===== src/rtl/cs_pkg.sv =====
// Shared definitions for the CS driver slice.
//   WINDOW : CS sliding-window length (results before the WINDOW-th sample are suppressed)
//   X_W    : width of a sample driven into CS
//   Y_W    : width of a CS result
//   cs_state_t : driver FSM states
package cs_pkg;

  localparam int unsigned WINDOW = 9;
  localparam int unsigned X_W    = 8;
  localparam int unsigned Y_W    = 10;

  typedef enum logic [2:0] {
    IDLE,
    CLR,
    RUN,
    DRAIN,
    FLUSH
  } cs_state_t;

endpackage


===== src/rtl/cs_sync_fifo.sv =====
// Synchronous FIFO with show-ahead read port.
//   clk, reset   : rising-edge clock, synchronous active-high reset (drops contents)
//   push, wdata  : write request/data; ignored while full, even if a pop happens the same cycle
//   pop          : advance head; ignored while empty
//   rdata        : current head entry (valid when !empty)
//   full, empty  : occupancy flags
module cs_sync_fifo #(
  parameter int unsigned DEPTH = 16,
  parameter int unsigned WIDTH = 9
) (
  input  logic             clk,
  input  logic             reset,
  input  logic             push,
  input  logic [WIDTH-1:0] wdata,
  input  logic             pop,
  output logic [WIDTH-1:0] rdata,
  output logic             full,
  output logic             empty
);

  localparam int unsigned AW = $clog2(DEPTH);

  // Pointers carry one extra wrap bit to tell full from empty.
  logic [AW:0]      wptr;
  logic [AW:0]      rptr;
  logic [WIDTH-1:0] mem [DEPTH];
  logic             do_push;
  logic             do_pop;

  assign full    = (wptr[AW] != rptr[AW]) && (wptr[AW-1:0] == rptr[AW-1:0]);
  assign empty   = (wptr == rptr);
  assign do_push = push && !full;
  assign do_pop  = pop && !empty;
  assign rdata   = mem[rptr[AW-1:0]];

  always_ff @(posedge clk) begin
    if (reset) begin
      wptr <= '0;
      rptr <= '0;
    end else begin
      if (do_push) wptr <= wptr + 1'b1;
      if (do_pop)  rptr <= rptr + 1'b1;
    end
  end

  always_ff @(posedge clk) begin
    if (do_push) mem[wptr[AW-1:0]] <= wdata;
  end

endmodule


===== src/rtl/cs_driver.sv =====
// Upstream driver and result collector for the CS sliding-window block.
//   clk, reset              : rising-edge clock, synchronous active-high reset
//   s_valid/s_ready/s_data/s_last : host sample stream (s_ready = FIFO not full)
//   cs_reset, cs_x, cs_y    : connection to CS (cs_x registered, cs_y from CS)
//   m_valid/m_data/m_last   : fully-windowed results, one-cycle pulses, no backpressure
//   err                     : sticky underrun flag, cleared only by reset
module cs_driver #(
  parameter int unsigned FIFO_DEPTH = 16,
  parameter int unsigned WINDOW     = cs_pkg::WINDOW
) (
  input  logic                   clk,
  input  logic                   reset,
  input  logic                   s_valid,
  output logic                   s_ready,
  input  logic [cs_pkg::X_W-1:0] s_data,
  input  logic                   s_last,
  output logic                   cs_reset,
  output logic [cs_pkg::X_W-1:0] cs_x,
  input  logic [cs_pkg::Y_W-1:0] cs_y,
  output logic                   m_valid,
  output logic [cs_pkg::Y_W-1:0] m_data,
  output logic                   m_last,
  output logic                   err
);

  import cs_pkg::*;

  localparam int unsigned CNT_W = $clog2(WINDOW + 1);
  localparam int unsigned FB_W  = $clog2(FIFO_DEPTH + 1);
  localparam logic [CNT_W-1:0] WIN_FULL = CNT_W'(WINDOW);
  localparam logic [CNT_W-1:0] WIN_QUAL = CNT_W'(WINDOW - 1);

  cs_state_t        state;
  cs_state_t        state_nxt;
  logic             fifo_full;
  logic             fifo_empty;
  logic [X_W:0]     fifo_rdata;
  logic             push;
  logic             pop;
  logic             load_x;
  logic             err_set;
  logic             head_last;
  logic [X_W-1:0]   head_data;
  logic [CNT_W-1:0] sample_cnt;
  logic [FB_W-1:0]  frames_buffered;
  logic             drain_second;

  // Valid/last tags travel alongside cs_x (stage 0) and cs_y (stage 1).
  logic             v0;
  logic             l0;
  logic             v1;
  logic             l1;

  assign s_ready   = !fifo_full;
  assign push      = s_valid && !fifo_full;
  assign head_last = fifo_rdata[X_W];
  assign head_data = fifo_rdata[X_W-1:0];
  assign cs_reset  = reset || (state == CLR);

  cs_sync_fifo #(
    .DEPTH (FIFO_DEPTH),
    .WIDTH (X_W + 1)
  ) u_fifo (
    .clk   (clk),
    .reset (reset),
    .push  (push),
    .wdata ({s_last, s_data}),
    .pop   (pop),
    .rdata (fifo_rdata),
    .full  (fifo_full),
    .empty (fifo_empty)
  );

  always_comb begin
    state_nxt = state;
    pop       = 1'b0;
    load_x    = 1'b0;
    err_set   = 1'b0;
    case (state)
      IDLE: begin
        if (frames_buffered != '0 || fifo_full) state_nxt = CLR;
      end
      CLR: begin
        state_nxt = RUN;
      end
      RUN: begin
        if (fifo_empty) begin
          err_set   = 1'b1;
          state_nxt = FLUSH;
        end else begin
          pop    = 1'b1;
          load_x = 1'b1;
          if (head_last) state_nxt = DRAIN;
        end
      end
      DRAIN: begin
        if (drain_second) state_nxt = IDLE;
      end
      FLUSH: begin
        if (!fifo_empty) begin
          pop = 1'b1;
          if (head_last) state_nxt = IDLE;
        end
      end
      default: state_nxt = IDLE;
    endcase
  end

  always_ff @(posedge clk) begin
    if (reset) begin
      state           <= IDLE;
      sample_cnt      <= '0;
      frames_buffered <= '0;
      drain_second    <= 1'b0;
      cs_x            <= '0;
      v0              <= 1'b0;
      l0              <= 1'b0;
      v1              <= 1'b0;
      l1              <= 1'b0;
      m_valid         <= 1'b0;
      m_data          <= '0;
      m_last          <= 1'b0;
      err             <= 1'b0;
    end else begin
      state        <= state_nxt;
      drain_second <= (state == DRAIN) && !drain_second;

      if (state == CLR)                        sample_cnt <= '0;
      else if (load_x && sample_cnt != WIN_FULL) sample_cnt <= sample_cnt + 1'b1;

      case ({push && s_last, pop && head_last})
        2'b10:   frames_buffered <= frames_buffered + 1'b1;
        2'b01:   frames_buffered <= frames_buffered - 1'b1;
        default: frames_buffered <= frames_buffered;
      endcase

      cs_x <= load_x ? head_data : '0;

      // sample_cnt counts samples already sent, so the popped one is the
      // WINDOW-th or later when the count has reached WINDOW-1.
      v0      <= load_x && (sample_cnt >= WIN_QUAL);
      l0      <= load_x && head_last;
      v1      <= v0;
      l1      <= l0;
      m_valid <= v1;
      m_last  <= v1 && l1;
      m_data  <= cs_y;

      if (err_set) err <= 1'b1;
    end
  end

endmodule


===== config.mk =====
export PLATFORM = sky130hd
export DESIGN_NAME = cs_driver
export DESIGN_NICKNAME = d
export VERILOG_FILES = /design/src/rtl/cs_pkg.sv /design/src/rtl/cs_sync_fifo.sv /design/src/rtl/cs_driver.sv
export SDC_FILE = /design/constraint.sdc
export NUM_CORES = 1
export LEC_CHECK = 0
export CAP_MARGIN = 20
export CORE_MARGIN = 8
export CORE_UTILIZATION = 25
export CTS_CLUSTER_SIZE = 8
export DETAILED_ROUTE_END_ITERATION = 12
export GPL_TIMING_DRIVEN = 0
export PLACE_DENSITY = 0.49
export SYNTH_ARGS = -nofsm -noshare
export SYNTH_HDL_FRONTEND = slang
export SYNTH_SLANG_ARGS = --single-unit

===== constraint.sdc =====
create_clock -name clk -period 3 [get_ports clk]
set_input_delay 0.9 -clock clk [delete_from_list [all_inputs] [get_ports clk]]
set_output_delay 0.9 -clock clk [all_outputs]
set_load 0.02 [all_outputs]

==> key figures, run 1 <==
GRT
  • Antenna violations before repair: 1
  • Pin count of the biggest net entering global routing: 20
  • First-pass GRT wire length: ~27 mm
  • Total global-route track usage: around a tenth
  • Vias in the first global route: between 4,000 and 5,000
  • GRT Residual Overflow: 0

STA
  • Final min period: between 2 and 3 ns
  • Setup violations, final: 0
  • Fmax: about 340 MHz
  • Clk_skew: roughly 0.011 ns
  • Worst-Margin Slew: 0.840 ns
  • Period utilisation layout: a little over nine tenths
  • RSZ-0062 raised after global routing: true
  • Headroom to the max-slew limit: 44.0%
  • Final setup TNS: 0 ns
  • Final Hold Viols: 0
  • Final setup margin: between 0.06 and 0.07 ns
  • Max Slew Vio Count: 0

Logic synthesis
  • Async SR Flop Fraction: 0%
  • Flops & latches, synth: roughly 200
  • Synth unique cells: 42
  • Post-synth EDFFs: 144
  • Count leader, synth: edfxtp_1
  • Mapped cell area: between 0.007 and 0.008 mm²
  • Post-synth top flop: edfxtp_1
  • Post-synthesis net count: 476
  • Largest area contributor in the netlist: edfxtp_1
  • Synthesis Warnings: 0
  • Mapped Cells: between 400 and 500
  • Mean post-synth cell area: approximately 17 µm²
  • Most area-consuming cells after synthesis: edfxtp_1 (56%), dfxtp_1 (14%), mux4_2 (13%), nor2b_1 (2.1%), ha_1 (2.0%)
  • Post-synth top cells: edfxtp_1 (144), dfxtp_1 (52), mux4_2 (43)
  • Share of the synthesized area in the top cell type: approximately 56%
  • Seq/Total Area, Yosys: between 70% and 80%

Cells and area
  • Synth-to-Final Area Change: 22.4%
  • # diodes: 0
  • Filler Cells Inserted: ~3,000
  • Finished Cell Area: 0.00938 mm²
  • Final nets: 544
  • Fin util: approximately 31%
  • Share of cells above drive strength 1: 22.2%

Worst setup path
  • CP cell instances: buf_6 -> mux4_2 -> mux2i_1 -> mux2_4 -> nor2_2 -> ha_4 -> xor2_1 -> ha_2 -> o21a_1 -> o21ai_1 -> nand2b_1 -> a211oi_2 -> mux2_4
  • CP required: 3.33 ns
  • Slowest-stage cell, CP: mux4_2
  • CP Launch Type: register
  • WP data arrival: approximately 3.3 ns
  • CP max stage delay: 0.51 ns
  • Setup CP Type: reg -> reg
  • Crit end category: register
  • Most frequent cell on the critical path: mux2_4
  • Crit path max fanout: 8

CTS
  • Worst skew pair latency: around 0.43 ns
  • Max Buffers Root-to-Sink: 2
  • TritonCTS Buffers: 17
  • # hold bufs at CTS: 0
  • CTS tree: done
  • Root Buffer Master: clkbuf_16
  • Clk slew on worst S/H paths: about 0.080 ns
  • H-tree Lvls: 4
  • Sink Count: 196

Flow run
  • # Max-Cap Violations: 0

Place
  • GP Congestion: 0.720
  • Placement Setup Slack: -0.830 ns
  • DP Wirelength: 11.0 mm
  • Post-DP Area: slightly below 0.009 mm²
  • IO Port Bufs: 44

Drt
  • Antenna Nets Post-Route: 0
  • Detailed-route wire length: 17.4 mm
  • WL/cell: around 19 µm
  • DRT iter0 DRCs: 177
  • DRT Pass-1 Iters: 4
  • DR DRC count: 0
  • Vias post-DR: between 4,000 and 5,000
  • Vias per cell: 4.42

Floorplan
  • Die span in x: ~190 µm
  • Initial Util: between 20% and 30%
  • Die Height: roughly 190 µm
  • Core ar.: between 0.03 and 0.04 mm²
  • FP Rows: 64
  • I/O pins: 45
  • Die area: roughly 0.036 mm²

Power
  • Final Power: around 6.0 mW
  • Maximum vdd ir drop: 350 µV
  • P per Cell Area: 638 mW/mm²
  • Static Leak: just over 3 nW

Run status
  • Outcome: finished clean

Min path
  • Worst hold path class: reg -> reg
what timing repair did:
| item | 4_1_cts | 5_1_grt |
|---|---|---|
| pin swaps | 4 | 1 |
| endpoints found under the setup margin | 4 | 4 |
| setup buffers | 8 | 0 |
| gates resized for setup | 20 | 9 |
flip-flops by register name, indices dropped and copies added (netlist names), 3 cells and up, named ones only:
register and count:
cs_x 8, u_fifo.mem 144, frames_buffered 5, sample_cnt 4, m_data 10, u_fifo.wptr 5, u_fifo.rptr 5, state 3
worst max-delay path, delay by kind of cell (launching register included):
kind	cells	cell delay (ns)
compound gates	3	0.51
xor+xnor	1	0.15
fa+ha+maj	2	0.39
buf+inv	1	0.13
flops	1	0.33
mux	4	1.17
simple gates	2	0.16
cells in the final DEF, fill, tap and decap left out, drive strengths merged, types with 8 or more instances in the layout:
cell type | Yosys | routed
xor2 | 13 | 13
nor2 | 27 | 27
buf | 8 | 18
nor2b | 26 | 26
edfxtp | 144 | 144
mux4 | 43 | 43
ha | 12 | 12
clkbuf | 16 | 30
dfxtp | 52 | 52
inv | 9 | 16
xnor2 | 8 | 8
and3 | 17 | 17
clkdlybuf4s50 | 0 | 39
final cells by class:
cell class / instances / area [µm²] / area share [%]
plain buffers: 19 / 103 / 1.09
clock buffers: 18 / 439 / 4.68
clock inverters: 14 / 186 / 1.99
inverters: 9 / 33.8 / 0.360
multi-input cells: 213 / 2230 / 23.8
flip-flops and latches: 196 / 5370 / 57.3
well taps: 396 / 495 / 5.28
repair buffers: 54 / 519 / 5.54
path summary, 6_finish.rpt:
| kind | end | cells past startpoint | slack (ns) | from |
|---|---|---|---|---|
| max | frames_buffered[4] | 13 | 0.06 | register |
| min | drain_second | 1 | 0.45 | drain_second |
| max reg2reg | frames_buffered[4] | 13 | 0.06 | register |
| min reg2reg | drain_second | 1 | 0.45 | drain_second |
report_power, final:
group / internal (mW) / total (mW) / switching, mW
combinational: 0.278 / 0.574 / 0.296
sequential: 2.96 / 3.01 / 0.0444
clock: 1.30 / 2.40 / 1.10
total: 4.54 / 5.98 / 1.44
layer usage:
metal	vias up	track usage (%)	wire [µm]
met5	-	0	14
met4	2	2.98	245
met3	21	2.88	762
met2	94	16.1	8500
met1	2106	12.4	7830
li1	1835	-	-
kinds of logic after synthesis:
| logic type | Yosys count | synth area share [%] |
|---|---|---|
| buffers and inverters | 33 | 1.83 |
| xor gates and xnor gates | 21 | 2.40 |
| DFF | 196 | 70.1 |
| AOI/OAI and AO/OA | 34 | 3.04 |
| muxes | 52 | 13.9 |
| adders and majority gates | 12 | 1.96 |
| and+or+nand+nor | 94 | 6.80 |
through the flow:
step                std cells  hold WS [ns]
floorplan                 442         0.406
global placement          882         0.436
detailed placement        884         0.420
CTS                       920         0.449
global route              919         0.474
finish                    919         0.451
No activity file was read; power rests on OpenSTA's default activity.
==> run 2: changes to the inputs <==
--- a/config.mk
+++ b/config.mk
@@ -5,7 +5,7 @@
 export SDC_FILE = /design/constraint.sdc
 export NUM_CORES = 1
 export LEC_CHECK = 0
-export CAP_MARGIN = 20
+export CAP_MARGIN = 40
 export CORE_MARGIN = 8
 export CORE_UTILIZATION = 25
 export CTS_CLUSTER_SIZE = 8
==> run 2 against run 1 <==
Against the previous run:
- clock power about the same
- via count down 0.69%
- largest power group unchanged
- flip-flop and latch count stayed put
- largest cell class unchanged
- clock skew fell by 0.00073 ns
==> key figures, run 2 (synthesized netlist as in run 1, its figures left out) <==
Run status
  • Outcome: finished clean

GRT
  • Vias in the first global route: around 4,400
  • GRT met1 Usage: 12.2%
  • First-pass GRT wire length: 26.7 mm
  • Total global-route track usage: under 10%
  • Antenna violations before repair: 1
  • GRT Max-Usage Layer: met2
  • Pin count of the biggest net entering global routing: 20
  • Met2 Resource Use GR: around 17%
  • Met3 GRT Util: under 10%
  • GRT Residual Overflow: 0

Worst setup path
  • Crit path max fanout: 4
  • Crit end category: register
  • CP required: about 3.3 ns
  • Setup CP Type: in -> reg
  • WP data arrival: 3.30 ns
  • CP Launch Type: input pin

CTS
  • H-tree Lvls: 4
  • # hold bufs at CTS: 0
  • Root Buffer Master: clkbuf_16
  • Worst skew pair latency: approximately 0.43 ns
  • Clk slew on worst S/H paths: approximately 0.07 ns
  • Max Buffers Root-to-Sink: 2
  • Sink Count: around 200
  • CTS tree: done
  • TritonCTS Buffers: 17

STA
  • Max Slew Vio Count: 0
  • Period utilisation layout: 99.3%
  • Headroom to the max-slew limit: a little over two fifths
  • Final setup margin: between 0.02 and 0.025 ns
  • Final Hold Viols: 0
  • RSZ-0062 raised after global routing: true
  • Setup violations, final: 0
  • Clk_skew: around 0.01 ns
  • Final min period: between 2 and 3 ns
  • Fmax: between 300 and 400 MHz
  • Worst-Margin Slew: around 0.86 ns

Power
  • P per Cell Area: 634 mW/mm²
  • Sw Share: around a quarter
  • Clock network power share: 40.0%
  • Flop pwr share: between 50 and 60%
  • Logic pwr share: approximately a tenth
  • Static Leak: just over 3 nW
  • Final Power: 5.96 mW
  • Internal Power: 4.53 mW
  • Maximum vdd ir drop: ~360 µV
  • Net Sw Power: 1.43 mW

Floorplan
  • FP Rows: 64
  • Core ar.: approximately 0.030 mm²
  • Die Height: 191 µm
  • Die span in x: 191 µm
  • Initial Util: 25.2%
  • Die area: 0.0365 mm²
  • I/O pins: 45

Drt
  • Vias per cell: ~4.4
  • DR DRC count: 0
  • Antenna Nets Post-Route: 0
  • WL/cell: 18.6 µm
  • DRT Pass-1 Iters: 4
  • Vias post-DR: 4,030
  • Detailed-route wire length: between 15 and 20 mm
  • DRT iter0 DRCs: around 200

Place
  • Placement Setup Slack: -0.850 ns
  • IO Port Bufs: between 40 and 50
  • GP Congestion: 0.720
  • DP Wirelength: ~11 mm
  • Placed Cells: slightly below 900

Cells and area
  • # diodes: 0
  • Share of cells above drive strength 1: around 21%
  • Final nets: approximately 550
  • Count of non-filler cells in the finished layout: approximately 900
  • Most frequent cells in the layout: edfxtp_1 (144), dfxtp_1 (51), mux4_2 (43)
  • Commonest non-fill, non-tap cell in the layout: edfxtp_1
  • Synth-to-Final Area Change: 22.7%
  • Max reg flops: between 100 and 150

Flow run
  • # Max-Cap Violations: 0

Min path
  • Worst hold path class: reg -> reg
run 2: critical path, stage by stage:
cell and delay (ns):
clkdlybuf4s50_1 0.55, o21a_4 0.16, nand2_1 0.13, ha_4 0.25, xor2_1 0.14, ha_2 0.19, o21a_1 0.16, o21ai_1 0.14
nand2b_1 0.09, a211oi_2 0.26, mux2_4 0.32
run 2: power by group through the flow:
stage	Sequential (mW)	Clock, mW	Combinational (mW)
2_1_floorplan	3.07	0	0.345
3_3_place_gp	3.06	0	0.534
3_5_place_dp	3.06	0	0.546
4_1_cts	3.00	2.44	0.574
5_1_grt	3.02	2.56	0.612
6_report	3.01	2.38	0.566
run 2: stage by stage:
stage | setup TNS, ns | utilization, % | hold WS (ns) | area [µm²]
2_1_floorplan | 0 | - | 0.406 | 7690
5_1_grt | -0.0648 | 31.0 | 0.479 | 9390
3_5_place_dp | -2.21 | 28.6 | 0.420 | 8670
3_3_place_gp | -8.04 | 28.4 | 0.436 | 8630
4_1_cts | 0 | 30.8 | 0.449 | 9340
6_report | 0 | 31.0 | 0.445 | 9390
run 2: path summary, 6_finish.rpt:
path / startpoint / endpoint / slack [ns] / depth (start not counted)
hold reg to reg: drain_second / drain_second / 0.44 / 1
setup / recovery: s_valid / frames_buffered[4] / 0.02 / 11
hold / removal: drain_second / drain_second / 0.44 / 1
setup reg to reg: register / frames_buffered[4] / 0.03 / 13
run 2: area by class of cell:
type                            count  area [µm²]
Tap cell                          396         495
Fill cell                        2938       21000
Buffer                             20        97.6
Timing Repair Buffer               58         562
Clock buffer                       18         439
Sequential cell                   196        5370
Multi-Input combinational cell    213        2210
Clock inverter                     14         186
Inverter                            9        33.8
run 2: timing repair:
item                       CTS  global route
setup endpoints to repair    4             4
hold endpoints to repair     0             0
pin swaps                    3             3
buffers inserted             7             4
gates resized for setup     12             8
run 2: per-layer routing:
layer  part of all wire [%]  routed length (µm)  vias up
met3                    4.9                 839       15
met2                     50                8550       91
met4                   0.72                 123        2
met5                  0.076                  13        -
li1                       -                   -     1842
met1                     45                7670     2080
==> run 3: changes to the inputs <==
--- a/config.mk
+++ b/config.mk
@@ -5,6 +5,7 @@
 export SDC_FILE = /design/constraint.sdc
 export NUM_CORES = 1
 export LEC_CHECK = 0
+export ABC_AREA = 1
 export CAP_MARGIN = 40
 export CORE_MARGIN = 8
 export CORE_UTILIZATION = 25
==> run 3 against run 2 <==
Against the previous run:
- hold slack got worse by 0.026 ns
- synthesized cell count rose by 59%
- clock power barely moved
- routed wire length rose by 15%
==> key figures, run 3 <==
Worst setup path
  • WP data arrival: 2.05 ns
  • Critical path origin: reset
  • Crit end category: primary output
  • R2R cell count: 20
  • Setup CP Type: in -> out
  • CP required: between 2 and 2.5 ns
  • Reg-to-reg endpoint: frames_buffered[4]
  • CP endpoint: cs_reset
  • Flop2flop setup slack: 0.26 ns
  • Crit path max fanout: 5
  • CP Launch Type: input pin

CTS
  • Max Buffers Root-to-Sink: 2
  • Sink Count: 196
  • H-tree Lvls: 4
  • Root Buffer Master: clkbuf_16
  • TritonCTS Buffers: 17
  • CTS tree: done
  • Setup bufs post-CTS: 0
  • Clk slew on worst S/H paths: 0.07 ns
  • Worst skew pair latency: 0.44 ns
  • # hold bufs at CTS: 0

STA
  • RSZ-0062 raised after global routing: false
  • Final Hold Viols: 0
  • Clk_skew: 0.0115 ns
  • Final setup TNS: 0 ns
  • Final min period: a little under 3 ns
  • Headroom to the max-slew limit: between 50 and 60%
  • Fmax: ~340 MHz
  • Period utilisation layout: around 100%
  • Max Slew Vio Count: 0
  • Worst hold margin: ~0.42 ns
  • Worst-Margin Slew: 0.718 ns
  • Setup violations, final: 0

Cells and area
  • Commonest non-fill, non-tap cell in the layout: edfxtp_1
  • # diodes: 0
  • Finished Cell Area: ~0.0097 mm²
  • Share of cells above drive strength 1: a little over an eighth
  • Most frequent cells in the layout: edfxtp_1 (144), nor2_1 (114), nand2_1 (82)
  • Final nets: 814
  • Synth-to-Final Area Change: 21.2%
  • Max reg flops: 144
  • Filler Cells Inserted: roughly 3,200

Logic synthesis
  • Mapped cell area: approximately 0.008 mm²
  • Synthesis Warnings: 0
  • Seq/Total Area, Yosys: around two thirds
  • Post-synth top flop: edfxtp_1
  • Mapped Cells: between 700 and 800
  • Share of the synthesized area in the top cell type: 54.3%
  • Largest area contributor in the netlist: edfxtp_1
  • Synth unique cells: 46
  • Flops & latches, synth: 196
  • Async SR Flop Fraction: 0%
  • Most area-consuming cells after synthesis: edfxtp_1 (54%), dfxtp_1 (13%), nor2_1 (5.4%), o21ai_0 (5.1%), nand2_1 (3.9%)
  • Post-synth EDFFs: 144
  • Post-synthesis net count: 736
  • Mean post-synth cell area: around 11 µm²
  • Post-synth top cells: edfxtp_1 (144), nor2_1 (115), nand2_1 (82)
  • Count leader, synth: edfxtp_1

Power
  • Flop pwr share: a little under half
  • Sw Share: 29.8%
  • Clock network power share: 35.6%
  • Internal Power: 4.69 mW
  • Maximum vdd ir drop: between 400 and 500 µV
  • Static Leak: between 3 and 4 nW
  • P per Cell Area: a little under 700 mW/mm²
  • Logic pwr share: between 10% and 20%
  • Net Sw Power: between 1.5 and 2 mW

Floorplan
  • Die Height: between 150 and 200 µm
  • FP Rows: between 60 and 70
  • Core ar.: ~0.031 mm²
  • I/O pins: 45
  • Initial Util: between 20% and 30%
  • Die span in x: about 190 µm
  • Die area: 0.0378 mm²

Place
  • Post-DP Area: around 0.009 mm²
  • GP Congestion: 0.741
  • DP Wirelength: around 13 mm
  • IO Port Bufs: 44

GRT
  • Vias in the first global route: 5,423
  • Total global-route track usage: a little over a tenth
  • First-pass GRT wire length: between 30 and 40 mm
  • Antenna violations before repair: 0
  • Pin count of the biggest net entering global routing: 20
  • GRT Residual Overflow: 0

Flow run
  • # Max-Cap Violations: 0

Drt
  • Vias per cell: 4.41
  • DRT Pass-1 Iters: 5
  • DR DRC count: 0
  • DRT iter0 DRCs: between 300 and 400
  • Detailed-route wire length: approximately 20 mm
  • Antenna Nets Post-Route: 0
  • WL/cell: 16.5 µm
  • Vias post-DR: around 5,300

Run status
  • Outcome: finished clean

Min path
  • Worst hold path class: reg -> reg
[run 3: changes by cell type in the layout (fill, tap and decap cells not counted), sizes merged, moves of 16 or more]
| cell | previous run | this run |
|---|---|---|
| nor2 | 27 | 119 |
| nand2 | 4 | 92 |
| o21ai | 7 | 88 |
| inv | 16 | 62 |
| mux4 | 43 | 0 |
| nor2b | 26 | 0 |
| nand3 | 0 | 25 |
| o22ai | 0 | 19 |
| a21oi | 5 | 21 |
| and3 | 17 | 1 |
[run 3: cell type report]
class                      count  area (µm²)  area share [%]
timing repair buffer          59         564            5.84
clock inverter                15         189            1.96
sequential                   196        5370            55.6
tap                          402         503            5.21
buffer                        30         174            1.80
clock buffer                  17         425            4.41
inverter                      59         249            2.58
multi-input combinational    417        2190            22.6
[run 3: how the worst min path moves through the flow]
stage / from / endpoint / slack [ns] / cells past startpoint
after global routing: v0 / v1 / 0.44 / 2
after floorplan: l0 / l1 / 0.39 / 2
after detailed placement: v0 / v1 / 0.39 / 2
final: v0 / v1 / 0.42 / 2
after CTS: v0 / v1 / 0.42 / 2
after global placement: drain_second / drain_second / 0.41 / 1
[run 3: per-stage QoR]
step,cells,utilization [%],setup WS (ns),power (mW)
finish,1195,30.7,0.0540,6.68
detailed placement,1163,28.7,-0.557,4.37
global placement,1148,28.3,-0.531,4.36
floorplan,702,-,0.577,3.94
CTS,1195,30.7,0.0177,6.75
global route,1195,30.7,0.000886,7.00
[run 3: cell families (layout without fill, tap and decap cells)]
group / Yosys count / in the layout / synth area share (%)
and+or+nand+nor: 250 / 250 / 14.1
DFF: 196 / 196 / 67.3
xor gates and xnor gates: 7 / 7 / 0.864
AOI/OAI and AO/OA: 148 / 148 / 10.6
buffers and inverters: 89 / 180 / 5.26
adders and majority gates: 12 / 12 / 1.88
[run 3: per-layer routing]
layer | up-vias | track usage (%) | wire (µm)
li1 | 2592 | - | -
met1 | 2550 | 13.9 | 9450
met2 | 111 | 16.8 | 9000
met3 | 20 | 2.95 | 945
met4 | 0 | 3.82 | 372
met5 | - | 0 | 0
[run 3: critical path, cell delays in order]
cell             delay, ns
dlygate4sd2_1         0.31
or2_2                 0.32
clkbuf_1              0.18
clkdlybuf4s15_1       0.33
[run 3: power groups by stage]
stage | combinational [mW] | sequential (mW) | clock [mW]
floorplan | 0.816 | 3.12 | 0
global placement | 1.24 | 3.12 | 0
detailed placement | 1.26 | 3.12 | 0
CTS | 1.26 | 3.06 | 2.44
global route | 1.38 | 3.07 | 2.54
finish | 1.25 | 3.06 | 2.38
[run 3: what timing repair did]
action                     4_1_cts  5_1_grt
gates resized for setup          5        4
setup endpoints to repair        2        2
pin swaps                        0        0
